--- src/rtl/int_ctrl_pkg.sv ---
// Shared constants, register map, state encoding and bus payload types
// for the memory-mapped interrupt controller.
package int_ctrl_pkg;

    localparam int unsigned DATA_W   = 32;
    localparam int unsigned ADDR_W   = 30;
    localparam int unsigned ID_W     = 3;
    localparam int unsigned HW_W     = 6;
    localparam int unsigned NSRC_MAX = 6;

    // Bridge decode base (byte address) for this slave
    localparam logic [31:0] INT_CTRL_BASE = 32'h0000_7F40;

    // Register offsets, selected by Addr[3:2]
    localparam logic [1:0] REG_ENABLE  = 2'd0;
    localparam logic [1:0] REG_PENDING = 2'd1;
    localparam logic [1:0] REG_MODE    = 2'd2;
    localparam logic [1:0] REG_STATUS  = 2'd3;

    // Controller states
    localparam logic [1:0] ST_IDLE    = 2'd0;
    localparam logic [1:0] ST_ASSERT  = 2'd1;
    localparam logic [1:0] ST_SERVICE = 2'd2;

    // Priority encoder result: any request plus lowest set index
    typedef struct packed {
        logic            any;
        logic [ID_W-1:0] idx;
    } prio_t;

    // STATUS read word layout
    typedef struct packed {
        logic [1:0]      state;
        logic [24:0]     rsvd_hi;
        logic            valid;
        logic            rsvd_lo;
        logic [ID_W-1:0] cur_id;
    } status_t;

    // One-hot decode of a source id onto the CPU interrupt lines
    function automatic logic [HW_W-1:0] id_onehot(input logic [ID_W-1:0] id);
        return HW_W'(1) << id;
    endfunction

endpackage

--- src/rtl/int_prio_enc.sv ---
// Fixed-priority encoder: lowest set request index wins.
module int_prio_enc
    import int_ctrl_pkg::*;
#(
    parameter int unsigned NSRC = 6
) (
    input  logic [NSRC-1:0] req,
    output prio_t           result
);

    // Scan from the top so the lowest index overwrites last
    always_comb begin
        result = '0;
        for (int i = int'(NSRC) - 1; i >= 0; i--) begin
            if (req[i]) begin
                result.any = 1'b1;
                result.idx = ID_W'(i);
            end
        end
    end

endmodule

--- src/rtl/int_ctrl.sv ---
// Interrupt controller: latches, masks and prioritises source requests and
// presents one source at a time on HWInt until the CPU responds and writes EOI.
module int_ctrl
    import int_ctrl_pkg::*;
#(
    parameter int unsigned NSRC     = 6,
    parameter logic [5:0]  EDGE_RST = 6'b000000
) (
    input  logic              clk,
    input  logic              reset,
    input  logic [29:0]       Addr,
    input  logic              WE,
    input  logic [31:0]       Din,
    output logic [31:0]       Dout,
    input  logic [NSRC-1:0]   irq_src,
    input  logic              int_response,
    output logic [5:0]        HWInt
);

    logic [1:0]      offset;
    logic [NSRC-1:0] wdata;
    logic            wr_enable;
    logic            wr_pending;
    logic            wr_mode;
    logic            wr_status;

    logic [NSRC-1:0] src_q;
    logic [NSRC-1:0] pending;
    logic [NSRC-1:0] enable;
    logic [NSRC-1:0] mode;
    logic [NSRC-1:0] pend_nxt;
    logic [NSRC-1:0] rise;
    logic [NSRC-1:0] clr;
    logic [NSRC-1:0] eligible;
    logic [NSRC-1:0] cur_sel;
    logic            cur_en;
    logic            eoi_fire;

    logic [1:0]      state;
    logic [1:0]      state_nxt;
    logic [ID_W-1:0] cur_id;
    logic [ID_W-1:0] cur_id_nxt;
    logic            valid;
    logic            valid_nxt;
    logic [HW_W-1:0] hwint_q;
    logic [HW_W-1:0] hwint_nxt;

    prio_t           prio;
    status_t         status;
    logic            unused_bits;

    assign offset     = Addr[3:2];
    assign wdata      = Din[NSRC-1:0];
    assign wr_enable  = WE && (offset == REG_ENABLE);
    assign wr_pending = WE && (offset == REG_PENDING);
    assign wr_mode    = WE && (offset == REG_MODE);
    assign wr_status  = WE && (offset == REG_STATUS);

    // Only Addr[3:2] and the low NSRC data bits carry meaning here
    assign unused_bits = ^{Addr[29:4], Addr[1:0], Din[DATA_W-1:NSRC]};

    assign eligible = pending & enable;
    assign cur_sel  = NSRC'(id_onehot(cur_id));
    assign cur_en   = |(enable & cur_sel);
    assign eoi_fire = wr_status && (state == ST_SERVICE);

    int_prio_enc #(
        .NSRC   (NSRC)
    ) u_prio (
        .req    (eligible),
        .result (prio)
    );

    // Pending update: edge bits set-dominant over W1C/EOI clears, level bits track input
    always_comb begin
        rise = irq_src & ~src_q;
        clr  = '0;
        if (wr_pending) begin
            clr = wdata;
        end
        if (eoi_fire) begin
            clr = clr | cur_sel;
        end
        pend_nxt = (mode & (rise | (pending & ~clr))) | (~mode & irq_src);
    end

    // Next-state logic; the winner is frozen from IDLE until EOI or withdrawal
    always_comb begin
        state_nxt  = state;
        cur_id_nxt = cur_id;
        valid_nxt  = valid;
        case (state)
            ST_IDLE: begin
                if (prio.any) begin
                    cur_id_nxt = prio.idx;
                    valid_nxt  = 1'b1;
                    state_nxt  = ST_ASSERT;
                end
            end
            ST_ASSERT: begin
                if (int_response) begin
                    state_nxt = ST_SERVICE;
                end else if (!cur_en) begin
                    valid_nxt = 1'b0;
                    state_nxt = ST_IDLE;
                end
            end
            ST_SERVICE: begin
                if (eoi_fire) begin
                    valid_nxt = 1'b0;
                    state_nxt = ST_IDLE;
                end
            end
            default: begin
                valid_nxt = 1'b0;
                state_nxt = ST_IDLE;
            end
        endcase
        hwint_nxt = (state_nxt == ST_ASSERT) ? id_onehot(cur_id_nxt) : '0;
    end

    // State register
    always_ff @(posedge clk) begin
        if (!reset) begin
            state <= ST_IDLE;
        end else begin
            state <= state_nxt;
        end
    end

    // Service context and CPU request line
    always_ff @(posedge clk) begin
        if (!reset) begin
            cur_id  <= '0;
            valid   <= 1'b0;
            hwint_q <= '0;
        end else begin
            cur_id  <= cur_id_nxt;
            valid   <= valid_nxt;
            hwint_q <= hwint_nxt;
        end
    end

    // Software-visible registers and the edge-detect history
    always_ff @(posedge clk) begin
        if (!reset) begin
            src_q   <= '0;
            pending <= '0;
            enable  <= '0;
            mode    <= EDGE_RST[NSRC-1:0];
        end else begin
            src_q   <= irq_src;
            pending <= pend_nxt;
            if (wr_enable) begin
                enable <= wdata;
            end
            if (wr_mode) begin
                mode <= wdata;
            end
        end
    end

    assign HWInt = hwint_q;

    // Register read mux
    always_comb begin
        status        = '0;
        status.state  = state;
        status.valid  = valid;
        status.cur_id = cur_id;
        Dout          = '0;
        case (offset)
            REG_ENABLE:  Dout = 32'(enable);
            REG_PENDING: Dout = 32'(pending);
            REG_MODE:    Dout = 32'(mode);
            REG_STATUS:  Dout = status;
        endcase
    end

endmodule

--- config.mk ---
export PLATFORM = sky130hd
export DESIGN_NAME = int_ctrl
export DESIGN_NICKNAME = d
export VERILOG_FILES = /design/src/rtl/int_ctrl_pkg.sv /design/src/rtl/int_prio_enc.sv /design/src/rtl/int_ctrl.sv
export SDC_FILE = /design/constraint.sdc
export NUM_CORES = 1
export LEC_CHECK = 0
export CORE_AREA = 5 5 86 88
export DETAILED_ROUTE_END_ITERATION = 16
export DIE_AREA = 0 0 91 93
export GPL_TIMING_DRIVEN = 0
export PLACE_DENSITY_LB_ADDON = 0.15
export SETUP_SLACK_MARGIN = 0.15
export SLEW_MARGIN = 20
export SYNTH_ARGS = -nofsm -noshare
export SYNTH_HDL_FRONTEND = slang
export SYNTH_HIERARCHICAL = 1
export SYNTH_SLANG_ARGS = --single-unit
--- constraint.sdc ---
create_clock -name clk -period 3.4 [get_ports clk]
set_input_delay 1.02 -clock clk [delete_from_list [all_inputs] [get_ports clk]]
set_output_delay 1.02 -clock clk [all_outputs]
set_load 0.02 [all_outputs]
Word-level counts from Yosys, hierarchy flattened
Index checks and enable logic that the tools add are counted.

storage, ports and cells
  register bits = 36
  input bits = 72
  output and inout port bits = 38
  logic and storage cells = 63

operators by class
  eq/ne operators = 10
  shifts and indexed selects = 2
  mux-type cells = 21
  bitwise logic cells = 12
  reductions and logical operators = 10

operators with widths
  kind                                                                    count
  32-bit case mux with 4 select lines                                     1
  6-bit bitwise AND                                                       6
  4-bit two-way mux                                                       6
  6-bit NOT                                                               3
  6-bit OR                                                                3
  6-bit two-way mux                                                       2
  1-bit by 3-bit << shifter with 6-bit output (first input constant)      2
  2-bit two-way mux                                                       4
  2-bit inequality test (second input constant)                           4
  2-bit by 1-bit equality test with 1-bit output (second input constant)  3
  2-bit equality test (second input constant)                             3
  3-bit two-way mux                                                       2
  2-bit case mux with 3 select lines                                      1
  6-bit OR reduction                                                      1
  1-bit logical AND                                                       5
  2-bit logical NOT                                                       2
  1-bit two-way mux                                                       4
  4-bit AND reduction                                                     1
  1-bit case mux with 3 select lines                                      1
  2-bit AND reduction                                                     1

Logic depth before layout (Yosys ltp)
  depth after elaboration = 11
  mapped depth = 7
  gate-level depth less buffers = 7

Cells and area by module
The synthesis kept the hierarchy.

modules (own cells, without submodules)
  module        instances  cells an instance  area each (um2)  sequential area each (um2)
  int_ctrl      1          218                1966.9           720.7
  int_prio_enc  1          10                 52.6             0.0

Worst setup path before layout
Ideal clock, no wire load.

  kind = input port to output port
  start = in Addr[2]
  end = out Dout[3]
  arrival = 1785 ps
  required time = 2380 ps
  slack = 595 ps
  stages = 3
  buffers on the path = 1
  path through = buf_4 -> mux2i_1 -> o21ai_0

on the way
  word-level cells in the longest chain between the ends = 2
  elaborated cells on any way between the ends = 5
  those cells by class = eq/ne (3); mux (1); reduce/logical (1)

ends and longest elaborated chain
  item                                         RTL line         RTL
  start: declaration                           int_ctrl.sv:11   input logic [29:0] Addr,
  2-bit equality test (tied with other cells)  int_ctrl.sv:172  case (offset)
  32-bit case mux with 4 select lines *        int_ctrl.sv:172
  end: declaration                             int_ctrl.sv:14   output logic [31:0] Dout,

Mark *: on every way between the ends. The rest lies on a longest branch, timed or not. The select of a mux whose other input is x is not followed.

Worst setup path after layout
  start = in Addr[2]
  end = out Dout[2]

Same word-level chain as after synthesis.

==> results.cfg <==
[critical_path]
cp.depth = 4
worstPathMaxFanout = 5
end_kind = primary output
crit_required_ps = 2380
rr_endpoint = HWInt[1]$_SDFF_PP0_
cp_slowest_stage_delay_ps = 500
cp-start-kind = primary input
startpoint = Addr[2]
crit_buf_inv = 3
r2r_slack_ps = 850
crit_family = buffers and inverters
path_cells = dlygate4sd2_1 > buf_6 > mux4_2 > buf_2
cp.arrival_ps = 2160
endpoint = Dout[2]
critPathKind = primary input to primary output
slowest_stage = mux4_2
worst_r2r_path_depth = 7
r2r-start = pending[0]$_SDFF_PN0_

[final_layout]
layoutNonFillerInstCount = 375
drive_gt1_share_pct = 20.7
antennaDiodeCount = 0
area_growth_pct = 30.0
final_nets = 366
stdcell_area_sq_um = 2630
fin_util_pct = 40.0

[route]
drt_wl_total_mm = 5.04
drt_first_pass_iters = 4
first_iter_violations = 60
remaining_drc_errors = 0
antenna_left = 0
num_vias = 1706
wl_per_cell_microns = 13.4
avgViaCountPerCell = 4.55

[power_and_ir_drop]
power_mw = 0.928
p_leak_nw = 1.05
ir_drop_mv = 0.169
power_density_nw_per_um2 = 353

[sta]
setup_ws_ps = 220
hold_ws_ps = 485
finClkSkew_ps = 5.64
relSlewSlack_pct = 60.8
rsz0062_at_grt = no
setup_tns_ps = 0
finalCritPeriodShare_pct = 93.5
tightest_slew_ps = 589
setup_viol = 0
fin_crit_ps = 3180
drv_slew = 0
clock.fmax_ghz = 0.314
hold_viol = 0

[clock_tree]
clkSinkCount = 36
cts.path.max_buffers = 2
clk_pin_slew_ps = 80
tritoncts = done
cts_buffers = 5
htreeDepth = 2
root_buffer = clkbuf_8
clock_latency_ps = 280

[logic_synthesis]
syn_avg_cell_area_sq_um = 8.86
seq_area_frac_synth_pct = 35.7
synth_edf_count = 0
synth_adder_area_share_pct = 0
synthFlopType = dfxtp_1
ys_warn_count = 6
synth_top_family_by_area = simple AND/OR/NAND/NOR gates
synthMuxAreaShare_pct = 12.0
synth_area_sq_um = 2020
synthXorXnorAreaFrac_pct = 0
synthCells = 228
synth.distinct_cells = 42
ys_seq_elements = 36
postSynth.asyncResetShare_pct = 0
yosys.area_share.simple_pct = 28.0
synth_compound_area_share_pct = 11.3

[global_route]
grt_util_all_layers_pct = 11.8
grt_first_pass_wirelength_mm = 7.97
grt_max_degree = 12
grt_use_met1_pct = 15.4
grt-ovfl-total = 0
grtUsageMet3_pct = 3.22
antenna_found_initial = 0
grt_pass1_vias = 1537
busiest_layer = met2
grt_use_met2_pct = 19.1

[placed_design]
dp_slack_ps = -473
port_buffers = 30
dpl.cell_count = 361
hpwl_mm = 3.75
dpl_cell_area_sq_um = 2510
gp_congestion = 0.772

[status]
status = complete, no violations

[die]
start_util_pct = 30.7
die_area_sq_um = 8460
num_io_pins = 110
design.core.area_sq_um = 6570
die_h_microns = 93
row_count = 30
die_w_microns = 91

[hold_path]
hp-class = flop to flop

[job]
drv_cap = 0
## flip-flops by register name, summed over array words and instances, names as in the netlist
name / cells
HWInt: 6
cur_id: 3
enable: 6
mode: 6
pending: 6
src_q: 6
state: 2
valid: 1
## cells in the final DEF, fill, tap and decap left out, drive strengths merged, types with 2 or more instances in the layout
master,n
nand2b,4
inv,3
nor4,3
nor2,8
mux4,4
and2,14
nand4,2
nand3,15
nor3,6
conb,24
nand3b,3
nand2,19
buf,44
nor2b,12
o21ai,8
mux2i,14
nor3b,4
and3,2
dlygate4sd2,3
clkbuf,12
a21boi,6
a22o,5
dfxtp,36
clkdlybuf4s50,21
a21oi,8
## worst register-to-register path, stage by stage, from the launching register on
cell and delay (ps):
dfxtp_1 330, and2_1 190, or4_1 560, or3_1 420, nor3b_4 220, mux2i_1 310, o211ai_1 220, nor3_1 230
## cells in the mapped netlist (all sizes together), types with 8 or more instances
master / number / area (sq um)
nand3: 15 / 75.1
dfxtp: 36 / 721
mux2i: 14 / 140
buf: 31 / 226
and2: 14 / 87.6
nor2b: 12 / 75.1
nor2: 8 / 30.0
nand2: 19 / 71.3
o21ai: 8 / 40.0
a21oi: 8 / 40.0
## worst min path at each step
stage,start,endpoint,cells past startpoint
after floorplan,src_q[0]$_SDFF_PN0_,pending[0]$_SDFF_PN0_,3
final,src_q[2]$_SDFF_PN0_,pending[2]$_SDFF_PN0_,2
after global placement,src_q[2]$_SDFF_PN0_,pending[2]$_SDFF_PN0_,2
after detailed placement,src_q[3]$_SDFF_PN0_,pending[3]$_SDFF_PN0_,2
after CTS,src_q[3]$_SDFF_PN0_,pending[3]$_SDFF_PN0_,2
after global routing,src_q[3]$_SDFF_PN0_,pending[3]$_SDFF_PN0_,2
## logic make-up after synthesis
| family | after synthesis |
|---|---|
| DFF | 36 |
| other | 1 |
| buffers and inverters | 40 |
| and+or+nand+nor | 98 |
| AOI/OAI and AO/OA | 34 |
| muxes | 19 |
## power breakdown
group | leakage [nW] | internal, mW | switching, mW
registers | 0.294 | 0.436 | 0.0108
clock network | 0.0445 | 0.165 | 0.159
logic | 0.716 | 0.0768 | 0.0806
## area by class of cell
| class | instances | area (sq um) |
|---|---|---|
| buffer | 37 | 263 |
| clock buffer | 7 | 86.3 |
| clock inverter | 1 | 7.51 |
| fill | 696 | 3940 |
| inverter | 3 | 11.3 |
| multi-input combinational | 175 | 1130 |
| sequential | 36 | 721 |
| tap | 80 | 100 |
| timing repair buffer | 36 | 309 |
## per-layer routing
metal / share of wire, % / wire [microns]
met1: 47 / 2350
met4: 0.68 / 34
met3: 5.3 / 265
met5: 0 / 0
met2: 47 / 2390
## timing repair
| action | 4_1_cts | 5_1_grt |
|---|---|---|
| hold buffers | 0 | 0 |
| gates resized for setup | 29 | 7 |
| pin swaps | 0 | 0 |
| gates cloned | 1 | 0 |
| endpoints found under the setup margin | 8 | 8 |
| buffers inserted | 1 | 4 |
(Power assumes the default switching activity.)
